===== config.mk =====
export PLATFORM = sky130hd
export DESIGN_NAME = crc16_frame_tx_flat
export DESIGN_NICKNAME = d
export VERILOG_FILES = /design/src/rtl/crc16_frame_tx_if.sv /design/src/rtl/crc16_frame_tx.sv /design/src/flat_wrapper.sv
export SDC_FILE = /design/constraint.sdc
export NUM_CORES = 1
export LEC_CHECK = 0
export ABC_AREA = 1
export BUFFER_PORTS_ARGS = -buffer_cell sky130_fd_sc_hd__buf_2
export CAP_MARGIN = 5
export CORE_UTILIZATION = 57
export DETAILED_ROUTE_END_ITERATION = 6
export PLACE_DENSITY_LB_ADDON = 0.12
export SETUP_SLACK_MARGIN = 0.05
export SLEW_MARGIN = 20
export SYNTH_ARGS = -nofsm -noshare
export SYNTH_HDL_FRONTEND = slang
export SYNTH_SLANG_ARGS = --single-unit

===== constraint.sdc =====
create_clock -name clk -period 2.2 [get_ports clk]
set_input_delay 0.11 -clock clk [delete_from_list [all_inputs] [get_ports clk]]
set_output_delay 0.11 -clock clk [all_outputs]
set_load 0.02 [all_outputs]

===== src/rtl/crc16_frame_tx_if.sv =====
// Stream bundle for crc16_frame_tx: payload-in (s_*) and framed-out (m_*) handshakes.
// master = packet source / serializer side, slave = the framer itself.
interface crc16_frame_tx_if;
   logic [7:0] s_data;
   logic       s_valid;
   logic       s_last;
   logic       s_ready;
   logic [7:0] m_data;
   logic       m_valid;
   logic       m_last;
   logic       m_ready;

   modport master (
      output s_data, s_valid, s_last, m_ready,
      input  s_ready, m_data, m_valid, m_last
   );

   modport slave (
      input  s_data, s_valid, s_last, m_ready,
      output s_ready, m_data, m_valid, m_last
   );
endinterface


===== src/rtl/crc16_frame_tx.sv =====
// CRC-CCITT (0x1021, init 0xFFFF) transmit framer: passes payload through, appends CRC MSB first.
// Optional frame/error statistics counters are built when CRC16_FRAME_STATS_EN is defined.

module crc16 (
   input  logic        clk,
   input  logic        rst_n,
   input  logic        clr,
   input  logic        clk_en,
   input  logic [7:0]  data,
   output logic [15:0] crc
);
   function automatic logic [15:0] crc_byte(input logic [15:0] c, input logic [7:0] d);
      logic [15:0] r;
      logic        fb;
      r = c;
      for (int i = 7; i >= 0; i--) begin
         fb = r[15] ^ d[i];
         r  = {r[14:0], 1'b0} ^ (fb ? 16'h1021 : 16'h0000);
      end
      return r;
   endfunction

   always_ff @(posedge clk) begin
      if (!rst_n)       crc <= 16'hFFFF;
      else if (!clr)    crc <= 16'hFFFF;
      else if (clk_en)  crc <= crc_byte(crc, data);
   end
endmodule

module crc16_frame_tx #(
   parameter int MAX_LEN = 4095
) (
   input  logic             clk,
   input  logic             reset,
   crc16_frame_tx_if.slave  bus,
   output logic             busy,
   output logic             frame_done,
   output logic             len_err
`ifdef CRC16_FRAME_STATS_EN
   ,
   output logic [15:0]      frame_cnt,
   output logic [7:0]       err_cnt
`endif
);
   typedef enum logic [1:0] {IDLE, PAYLOAD, CRC_HI, CRC_LO} state_t;

   state_t      state;
   logic [11:0] len;
   logic [15:0] crc;
   logic        hs_in;
   logic        s_ready;
   logic        m_valid;
   logic        m_last;
   logic [7:0]  m_data;

   assign hs_in = (state == PAYLOAD) && bus.s_valid && bus.m_ready;
   assign busy  = (state != IDLE);

   // Engine is cleared throughout IDLE so every frame starts from 0xFFFF.
   crc16 u_crc (
      .clk    (clk),
      .rst_n  (1'b1),
      .clr    (state != IDLE),
      .clk_en (hs_in),
      .data   (bus.s_data),
      .crc    (crc)
   );

   always_comb begin
      s_ready = 1'b0;
      m_valid = 1'b0;
      m_last  = 1'b0;
      m_data  = 8'h00;
      case (state)
         PAYLOAD: begin
            s_ready = bus.m_ready;
            m_valid = bus.s_valid;
            m_data  = bus.s_valid ? bus.s_data : 8'h00;
         end
         CRC_HI: begin
            m_valid = 1'b1;
            m_data  = crc[15:8];
         end
         CRC_LO: begin
            m_valid = 1'b1;
            m_last  = 1'b1;
            m_data  = crc[7:0];
         end
         default: ;
      endcase
   end

   assign bus.s_ready = s_ready;
   assign bus.m_valid = m_valid;
   assign bus.m_last  = m_last;
   assign bus.m_data  = m_data;

   always_ff @(posedge clk) begin
      if (reset) begin
         state      <= IDLE;
         len        <= 12'd0;
         frame_done <= 1'b0;
         len_err    <= 1'b0;
      end else begin
         frame_done <= 1'b0;
         len_err    <= 1'b0;
         case (state)
            IDLE: begin
               len <= 12'd0;
               if (bus.s_valid) state <= PAYLOAD;
            end
            PAYLOAD: begin
               if (hs_in) begin
                  len <= len + 12'd1;
                  if (bus.s_last) begin
                     state <= CRC_HI;
                  end else if (len == 12'(MAX_LEN - 1)) begin
                     // Forced cut: remaining source bytes start the next frame.
                     state   <= CRC_HI;
                     len_err <= 1'b1;
                  end
               end
            end
            CRC_HI: begin
               if (bus.m_ready) state <= CRC_LO;
            end
            CRC_LO: begin
               if (bus.m_ready) begin
                  state      <= IDLE;
                  len        <= 12'd0;
                  frame_done <= 1'b1;
               end
            end
            default: state <= IDLE;
         endcase
      end
   end

`ifdef CRC16_FRAME_STATS_EN
   always_ff @(posedge clk) begin
      if (reset) begin
         frame_cnt <= 16'd0;
         err_cnt   <= 8'd0;
      end else begin
         if (frame_done)                 frame_cnt <= frame_cnt + 16'd1;
         if (len_err && err_cnt != 8'hFF) err_cnt  <= err_cnt + 8'd1;
      end
   end
`endif
endmodule


===== src/flat_wrapper.sv =====
// flat-port wrapper written by rule: the top's interface ports become plain ports
module crc16_frame_tx_flat 
#(
   parameter int MAX_LEN = 4095
)
  (clk, reset, busy, frame_done, len_err, bus_s_data, bus_s_valid, bus_s_last, bus_m_ready, bus_s_ready, bus_m_data, bus_m_valid, bus_m_last);
  crc16_frame_tx_if bus_i ();
  input  logic clk;
  input  logic reset;
  output logic busy;
  output logic frame_done;
  output logic len_err;
  input wire logic [$bits(bus_i.s_data)-1:0] bus_s_data;
  input wire logic [$bits(bus_i.s_valid)-1:0] bus_s_valid;
  input wire logic [$bits(bus_i.s_last)-1:0] bus_s_last;
  input wire logic [$bits(bus_i.m_ready)-1:0] bus_m_ready;
  output wire logic [$bits(bus_i.s_ready)-1:0] bus_s_ready;
  output wire logic [$bits(bus_i.m_data)-1:0] bus_m_data;
  output wire logic [$bits(bus_i.m_valid)-1:0] bus_m_valid;
  output wire logic [$bits(bus_i.m_last)-1:0] bus_m_last;
  assign bus_i.s_data = bus_s_data;
  assign bus_i.s_valid = bus_s_valid;
  assign bus_i.s_last = bus_s_last;
  assign bus_i.m_ready = bus_m_ready;
  assign bus_s_ready = bus_i.s_ready;
  assign bus_m_data = bus_i.m_data;
  assign bus_m_valid = bus_i.m_valid;
  assign bus_m_last = bus_i.m_last;
  crc16_frame_tx #(.MAX_LEN(MAX_LEN)) u_core (.clk(clk), .reset(reset), .bus(bus_i), .busy(busy), .frame_done(frame_done), .len_err(len_err));
endmodule

== After elaboration in Yosys (flattened, before gate mapping) ==
Index checks and enable logic that the tools add are counted.

* Word-level logic and storage cells: 69
* Output and inout bits: 14
* Input port bits: 13
* Bits in registers: 32

* Reductions and logical operators: 10
* Add/sub/neg operators: 1
* Equal/unequal tests: 9
* Bitwise gates (word level): 19
* Mux-type cells: 25

{| class="wikitable"
|+ Operators by type and width
! cell !! number
|-
| $xor A16 B13 Y16 || 8
|-
| $mux W13 || 8
|-
| $pmux W12 S3 || 1
|-
| $mux W12 || 2
|-
| $pmux W8 S3 || 1
|-
| $add A12 B1 Y12 const B || 1
|-
| $eq A12 B12 Y1 const B || 1
|-
| $mux W2 || 6
|-
| $mux W8 || 1
|-
| $pmux W2 S4 || 1
|-
| $xor A1 B1 Y1 || 8
|-
| $ne A2 B2 Y1 const B || 3
|-
| $reduce_and A5 Y1 || 1
|-
| $eq A2 B2 Y1 const B || 2
|-
| $mux W1 || 4
|-
| $reduce_or A2 Y1 || 2
|-
| $reduce_or A4 Y1 || 1
|-
| $ne A3 B3 Y1 const B || 1
|-
| $not A1 Y1 || 3
|-
| $reduce_and A3 Y1 || 1
|-
| $reduce_bool A3 Y1 || 1
|-
| $eq A2 B1 Y1 const B || 1
|-
| $logic_and A1 B1 Y1 || 2
|-
| $logic_not A2 Y1 || 1
|-
| 3 further kinds || 3
|}

== Longest topological paths before layout ==
Gate-level depths: netlist of run 1.

* Depth in word-level cells: 24
* Gate-level depth with buffers: 12

== Cells and area by module ==
From an unflattened synthesis of run 1, not the netlist that was laid out.

* Cells, all modules: 345
* Area total of the unflattened synthesis: 2140.8 um^2

{| class="wikitable"
|+ Modules (own cells, without submodules)
! module !! cells each !! area an instance (um^2) !! times used
|-
| crc16_frame_tx || 183 || 1151.1 || 1
|-
| crc16 || 162 || 989.7 || 1
|}

== Least setup slack after synthesis of run 1 ==
OpenSTA, ideal clock, no wires.

* Path type: reg2reg
* Start point: reg u_core.state[0]
* End point: reg u_core.len[11]
* Required time: 2.085 ns
* Buffers on the path: 0
* Arrival time: 1.372 ns
* Library setup time: 0.115 ns
* Period minus slack after synthesis: 1.487 ns
* Slack: 0.713 ns
* Stages on the path, launching flop included: 11
* Cells stage by stage: dfxtp_1 inv_1 ha_1 inv_1 nand3_2 nand2_8 nand3_2 nor2_1 nand3_1 nand2_1 nor2_1

* Longest elaborated chain between the ends: 5
* Elaborated cells between the ends (all ways): 10

{| class="wikitable"
|+ Ends and longest elaborated chain
! element !! RTL line !! text
|-
| start: declaration || crc16_frame_tx.sv:47 || <nowiki>state_t state;</nowiki>
|-
| start signal: assignment || crc16_frame_tx.sv:100 || <nowiki>state <= IDLE;</nowiki>
|-
| start signal: assignment || crc16_frame_tx.sv:110 || <nowiki>if (bus.s_valid) state <= PAYLOAD;</nowiki>
|-
| start signal: assignment || crc16_frame_tx.sv:116 || <nowiki>state <= CRC_HI;</nowiki>
|-
| $eq A2 B1 Y1 || crc16_frame_tx.sv:56, crc16_frame_tx.sv:107 ||
|-
| $logic_and A1 B1 Y1 (2 in series) || crc16_frame_tx.sv:56 || <nowiki>assign hs_in = (state == PAYLOAD) && bus.s_valid && bus.m_ready;</nowiki>
|-
| $ne A2 B1 Y1 (no source line) || -- ||
|-
| $reduce_and A3 Y1 (no source line) || -- ||
|-
| end signal: assignment || crc16_frame_tx.sv:114 || <nowiki>len <= len + 12'd1;</nowiki>
|-
| end: declaration || crc16_frame_tx.sv:48 || <nowiki>logic [11:0] len;</nowiki>
|}

Parallel ways exist; a longest one is shown, timed or not.
A chain may end at the register's enable or synchronous reset.

== Final worst setup path of run 1 ==
* Start point: reg u_core.state[1]
* End point: out bus_m_data[4]

* Longest elaborated chain between the ends: 2
* Elaborated cells between the ends (all ways): 4

{| class="wikitable"
|+ Ends and longest elaborated chain
! element !! RTL line !! text
|-
| $eq A2 B2 Y1 / $eq A2 B1 Y1 (equally long branches) || crc16_frame_tx.sv:74 || <nowiki>case (state)</nowiki>
|-
| $pmux W8 S3 * || crc16_frame_tx.sv:74 ||
|-
| end: declaration || flat_wrapper.sv:18 || <nowiki>output wire logic [$bits(bus_i.m_data)-1:0] bus_m_data;</nowiki>
|}

Mark *: on every way between the ends. The rest lies on a longest branch, timed or not.

==> reports/qor.yml, run 1 <==
cts:
  clk_pin_slew_worst_paths_ps: 90
  cts_hold_buf: 3
  clk_latency_ps: 340
  cts_buffer_depth: 2
  postCtsSetupBuffers: 0
  clock_sinks: 32
  cts_tree: "yes"
  numCtsBuffers: 5
  clockRootBuffer: "clkbuf_4"
  cts.htree.levels: 2
  cts_resized: 0
worst_setup_path:
  end_kind: "primary output"
  r2r_setup_slack_ps: 290
  cp.arrival_ps: 1820
  path_max_fanout: 7
  required_ps: 2090
  cp-start-kind: "flop"
  r2r_cells: 7
  worstSetupPathType: "reg2out"
  r2r_end: "u_core.len_err"
  r2r_start: "u_core.state[1]"
timing:
  fin_skew_ps: 6.79
  setup_violations: 0
  maxSlewViolCount: 0
  fmax_mhz: 517
  rsz0062_at_grt: "no"
  tns_ps: 0
  min_period_over_period_pct: 87.9
  slew_headroom_pct: 59.2
  hold_ws_ps: 83.3
  layout_min_cycle_time_ps: 1930
  worst_pin_slew_ps: 612
  finalHoldViolations: 0
floorplanning:
  die_w_um: 59.7
  num_io_pins: 27
  die_h_um: 59.7
  rows: 20
  core_sq_um: 3100
  start_util_pct: 61.2
  die_area_sq_um: 3560
yosys:
  synth_area_sq_um: 1900
  synth_area_leaders: "dfxtp_1, nand2_1, a21oi_1, inv_1, o21ai_0"
  ys_seq_elements: 32
  synth_warnings: 0
  synth_top_cell_by_area: "dfxtp_1"
  syn-num-nets: 303
  ys_seq_area_share_pct: 33.8
  syn_area_per_cell_sq_um: 6.71
  synthCells: 283
  synth_top_area_share_pct: 33.8
  ys_types: 29
route:
  via_per_inst: 5.04
  routed_wl_um: 4000
  vias: 1808
  wire_per_inst_um: 11.2
  drc: 0
  drtAntennaViolNets: 0
  firstDrtPassIters: 4
  drt_iter0_drc: 137
global_route:
  gr-usage-all-layers_pct: 25.5
  grt_busiest_layer: "met2"
  use_met1_pct: 35.5
  grt_pass1_wl_um: 6730
  antenna_found_initial: 0
  met2_usage_pct: 38.1
  grt_pass1_vias: 1554
  grt_use_met3_pct: 7.36
  overflow: 0
  grt_max_degree: 22
placement:
  dp_hpwl_um: 2910
  portBuffers: 26
  place_congestion: 0.827
  postPlaceCellArea_sq_um: 2060
layout:
  final_core_util_pct: 69.4
  postLayoutCellArea_sq_um: 2150
  num-nets-final: 334
  area_growth_pct: 13.4
  drive_above_1_share_pct: 14.9
  n_antenna_cell: 0
power_and_ir_drop:
  peakVddDrop_uv: 736
  power_density_nw_per_um2: 999
  power.total_w: 0.00215
  p_leak_nw: 1.04
min_path:
  hold_path.class: "in2reg"
  hold_path_depth: 3
  hold_end: "u_core.frame_done"
  min-delay-start: "bus_m_ready"
outcome:
  outcome: "finished, final reports clean"
run:
  drv_cap: 0
cell usage in the layout, fill, tap and decap left out, types with 2 or more instances in the layout:
cell,synthesis,final
a21oi_1,33,33
buf_2,3,26
clkbuf_1,3,2
clkbuf_4,0,5
dfxtp_1,32,32
dlygate4sd3_1,0,3
ha_1,7,7
inv_1,43,43
inv_2,3,3
nand2_1,57,57
nand2_2,2,2
nand3_1,9,9
nand3_2,2,2
nor2_1,29,29
nor2_4,2,2
nor3_1,3,3
o211a_1,2,2
o21ai_0,26,26
o21ai_1,7,7
xnor2_1,7,7
xor2_1,3,3
sequential cells by signal (all words and copies together) (netlist names):
signal / cells
u_core.frame_done: 1
u_core.len: 12
u_core.len_err: 1
u_core.state: 2
u_core.u_crc.crc: 16
synthesized netlist by cell type (all sizes together):
cell type and n:
a21oi 33, a221oi 1, a31oi 1, and3 1, buf 3, clkbuf 3, dfxtp 32, ha 7
inv 47, nand2 60, nand3 12, nor2 32, nor3 4, nor4 1, o211a 2, o211ai 1
o21ai 33, xnor2 7, xor2 3
per-layer routing:
layer  wire length (um)  up-vias
met4                 50        0
met3                280        5
met2               1670       58
met1               2000      776
li1                   -      969
met5                  0        -
kinds of logic (layout without fill, tap and decap cells):
logic type | Yosys count | in the layout | synth area share, %
AND/OR/NAND/NOR | 110 | 110 | 26.6
AO/OA/AOI/OAI | 71 | 71 | 19.6
buffers and inverters | 53 | 85 | 10.8
flip-flops | 32 | 32 | 33.8
XOR/XNOR | 10 | 10 | 4.61
adder cells (fa/ha/maj) | 7 | 7 | 4.61
per-stage QoR:
step	setup slack, ps	std cells
floorplan	713	283
global placement	511	348
detailed placement	503	348
CTS	240	359
global route	125	359
finish	265	359
worst max path at each step:
| stage | from | to | slack [ps] |
|---|---|---|---|
| after floorplan | u_core.state[0] | u_core.len[11] | 710 |
| after global placement | u_core.state[1] | u_core.len[9] | 510 |
| after detailed placement | u_core.state[0] | u_core.state[0] | 500 |
| after CTS | u_core.state[1] | bus_m_data[4] | 240 |
| after global routing | u_core.state[1] | bus_m_data[4] | 120 |
| final | u_core.state[1] | bus_m_data[4] | 270 |
critical path: stages, from the launching register on:
cell,delay [ps]
dfxtp_1,390
inv_1,90
ha_1,250
nand2_2,150
inv_1,160
a21oi_1,220
nor2_1,60
buf_2,170
cell type report:
class | count | area, sq um
Multi-Input combinational cell | 198 | 1050
Fill cell | 302 | 950
Clock buffer | 8 | 58.8
Inverter | 47 | 179
Tap cell | 44 | 55.1
Sequential cell | 32 | 641
Timing Repair Buffer | 30 | 168
report_power, final:
part | internal (W) | leakage, nW | total, W | switching (W)
logic | 0.000357 | 0.748 | 0.00107 | 0.000717
clock network | 0.000158 | 0.0326 | 0.000360 | 0.000202
registers | 0.000658 | 0.260 | 0.000718 | 0.0000606
total | 0.00117 | 1.04 | 0.00215 | 0.000980
Power figures use the tool's default switching activity.
==> run 2: changes to the inputs <==
--- a/config.mk
+++ b/config.mk
@@ -11,6 +11,7 @@
 export CORE_UTILIZATION = 57
 export DETAILED_ROUTE_END_ITERATION = 6
 export PLACE_DENSITY_LB_ADDON = 0.12
+export REMOVE_ABC_BUFFERS = 1
 export SETUP_SLACK_MARGIN = 0.05
 export SLEW_MARGIN = 20
 export SYNTH_ARGS = -nofsm -noshare
==> run 2 against run 1 <==
Against the previous run: utilization increased by 0.24 points; fmax rose by 0.37%; hold slack got worse by 26 ps; largest cell class unchanged; critical path type is now reg2reg; global-route usage grew 1.2 points.
==> reports/qor.yml, run 2 (synthesized netlist as in run 1, its figures left out) <==
outcome:
  outcome: "finished, final reports clean"
layout:
  n_antenna_cell: 0
  top_register: "u_core.u_crc.crc"
  drive_above_1_share_pct: 15.2
  area_growth_pct: 13.8
  final_cell_mix: "nand2_1, inv_1, a21oi_1, dfxtp_1, nor2_1"
  fill_cells: 274
  largest_reg_flops: 16
  final_core_util_pct: 69.6
  layout_commonest_cell: "nand2_1"
  reg_top3: "u_core.u_crc.crc x16, u_core.len x12, u_core.state x2"
  num-nets-final: 335
worst_setup_path:
  slowest_delay_ps: 600
  cp.arrival_ps: 2210
  critPathBufInv: 3
  cp-start-kind: "flop"
  required_ps: 2480
  critical_path.slowest_cell: "dlygate4sd3_1"
  r2r_setup_slack_ps: 270
  path_max_fanout: 16
  worstSetupPathType: "reg2reg"
  r2r_end: "u_core.len_err"
  r2r_cells: 7
  cpLargestDelayFamily: "buffers and inverters"
  crit_chain: "inv_1 > ha_1 > nand2_2 > nor2_4 > inv_4 > nor4_1 > dlygate4sd3_1"
  end_kind: "flop"
  r2r_start: "u_core.state[1]"
route:
  drc: 0
  firstDrtPassIters: 4
  wire_per_inst_um: 11.5
  vias: 1847
  drt_iter0_drc: 116
  via_per_inst: 5.13
  routed_wl_um: 4150
  drtAntennaViolNets: 0
min_path:
  min-delay-start: "bus_m_ready"
  hold_path_depth: 3
  hold_end: "u_core.frame_done"
  hold_path.class: "in2reg"
floorplanning:
  start_util_pct: 61.2
  die_area_sq_um: 3560
  num_io_pins: 27
  die_h_um: 59.7
  die_w_um: 59.7
  core_sq_um: 3100
  rows: 20
timing:
  slew_headroom_pct: 71.3
  layout_min_cycle_time_ps: 1930
  setup_violations: 0
  tns_ps: 0
  finalHoldViolations: 0
  fmax_mhz: 519
  maxSlewViolCount: 0
  worst_pin_slew_ps: 431
  fin_skew_ps: 8.18
  hold_ws_ps: 57.5
  rsz0062_at_grt: "no"
  min_period_over_period_pct: 87.6
cts:
  numCtsBuffers: 5
  clk_latency_ps: 340
  clock_sinks: 32
  cts_buffer_depth: 2
  clk_pin_slew_worst_paths_ps: 100
  cts_tree: "yes"
  cts.htree.levels: 2
  postCtsSetupBuffers: 0
  clockRootBuffer: "clkbuf_4"
placement:
  portBuffers: 26
  place_congestion: 0.811
  dp_hpwl_um: 3080
run:
  drv_cap: 0
global_route:
  grt_pass1_vias: 1692
  grt_pass1_wl_um: 7160
  overflow: 0
  antenna_found_initial: 0
  gr-usage-all-layers_pct: 26.7
  grt_max_degree: 22
power_and_ir_drop:
  combPwrFrac_pct: 50.4
  peakVddDrop_uv: 608
  p_int_w: 0.00118
  p_seq_share_pct: 33.0
  power_density_nw_per_um2: 1010
  switching_share_pct: 45.7
  pwr-share-clk_pct: 16.6
  p_leak_nw: 1.05
  switching_power_w: 0.000994
[run 2: final cells by class]
cell class              count  area, sq um  share of cell area, %
repair buffers             31          175                   8.11
multi-input cells         198         1050                   48.7
flip-flops and latches     32          641                   29.6
clock buffers               8         58.8                   2.72
well taps                  44         55.1                   2.55
inverters                  47          179                   8.28
[run 2: repair_timing]
| action | CTS | global route |
|---|---|---|
| setup endpoints to repair | 0 | 0 |
| hold buffers | 3 | 0 |
| endpoints found under the hold margin | 2 | 0 |
| gates resized for setup | 0 | 0 |
[run 2: worst max-delay path by stage]
| stage | from | endpoint | cells past startpoint | slack (ps) |
|---|---|---|---|---|
| after floorplan | u_core.state[1] | u_core.len[11] | 11 | 480 |
| after global placement | u_core.state[1] | u_core.state[1] | 10 | 550 |
| after detailed placement | u_core.state[1] | u_core.state[1] | 10 | 520 |
| after CTS | u_core.state[1] | u_core.len_err | 7 | 280 |
| after global routing | u_core.state[1] | bus_m_data[1] | 7 | 170 |
| final | u_core.state[1] | u_core.len_err | 7 | 270 |
[run 2: layer usage]
metal | track usage, % | vias up | wire (um)
met5 | 0 | - | 0
met4 | 9.30 | 0 | 56
met3 | 6.93 | 8 | 209
met2 | 43.5 | 50 | 1900
met1 | 34.1 | 819 | 1980
li1 | - | 970 | -
[run 2: tightest hold or removal path, delay by kind of cell]
kind / cells / cell delay [ps]
buffers and inverters: 2 / 200
AND/OR/NAND/NOR: 1 / 50
[run 2: metrics by stage]
step / setup slack, ps / power, W / instance area (sq um) / instances
floorplan: 482 / 0.00153 / 1870 / 277
global placement: 547 / 0.00179 / 2070 / 349
detailed placement: 524 / 0.00181 / 2070 / 349
CTS: 277 / 0.00217 / 2160 / 360
global route: 172 / 0.00235 / 2160 / 360
finish: 272 / 0.00218 / 2160 / 360
[run 2: power by group through the flow]
stage / Clock, W / Combinational, W / Sequential (W)
finish: 0.000361 / 0.00110 / 0.000719
global route: 0.000397 / 0.00123 / 0.000728
CTS: 0.000368 / 0.00109 / 0.000717
detailed placement: 0 / 0.00108 / 0.000731
global placement: 0 / 0.00106 / 0.000729
floorplan: 0 / 0.000812 / 0.000720
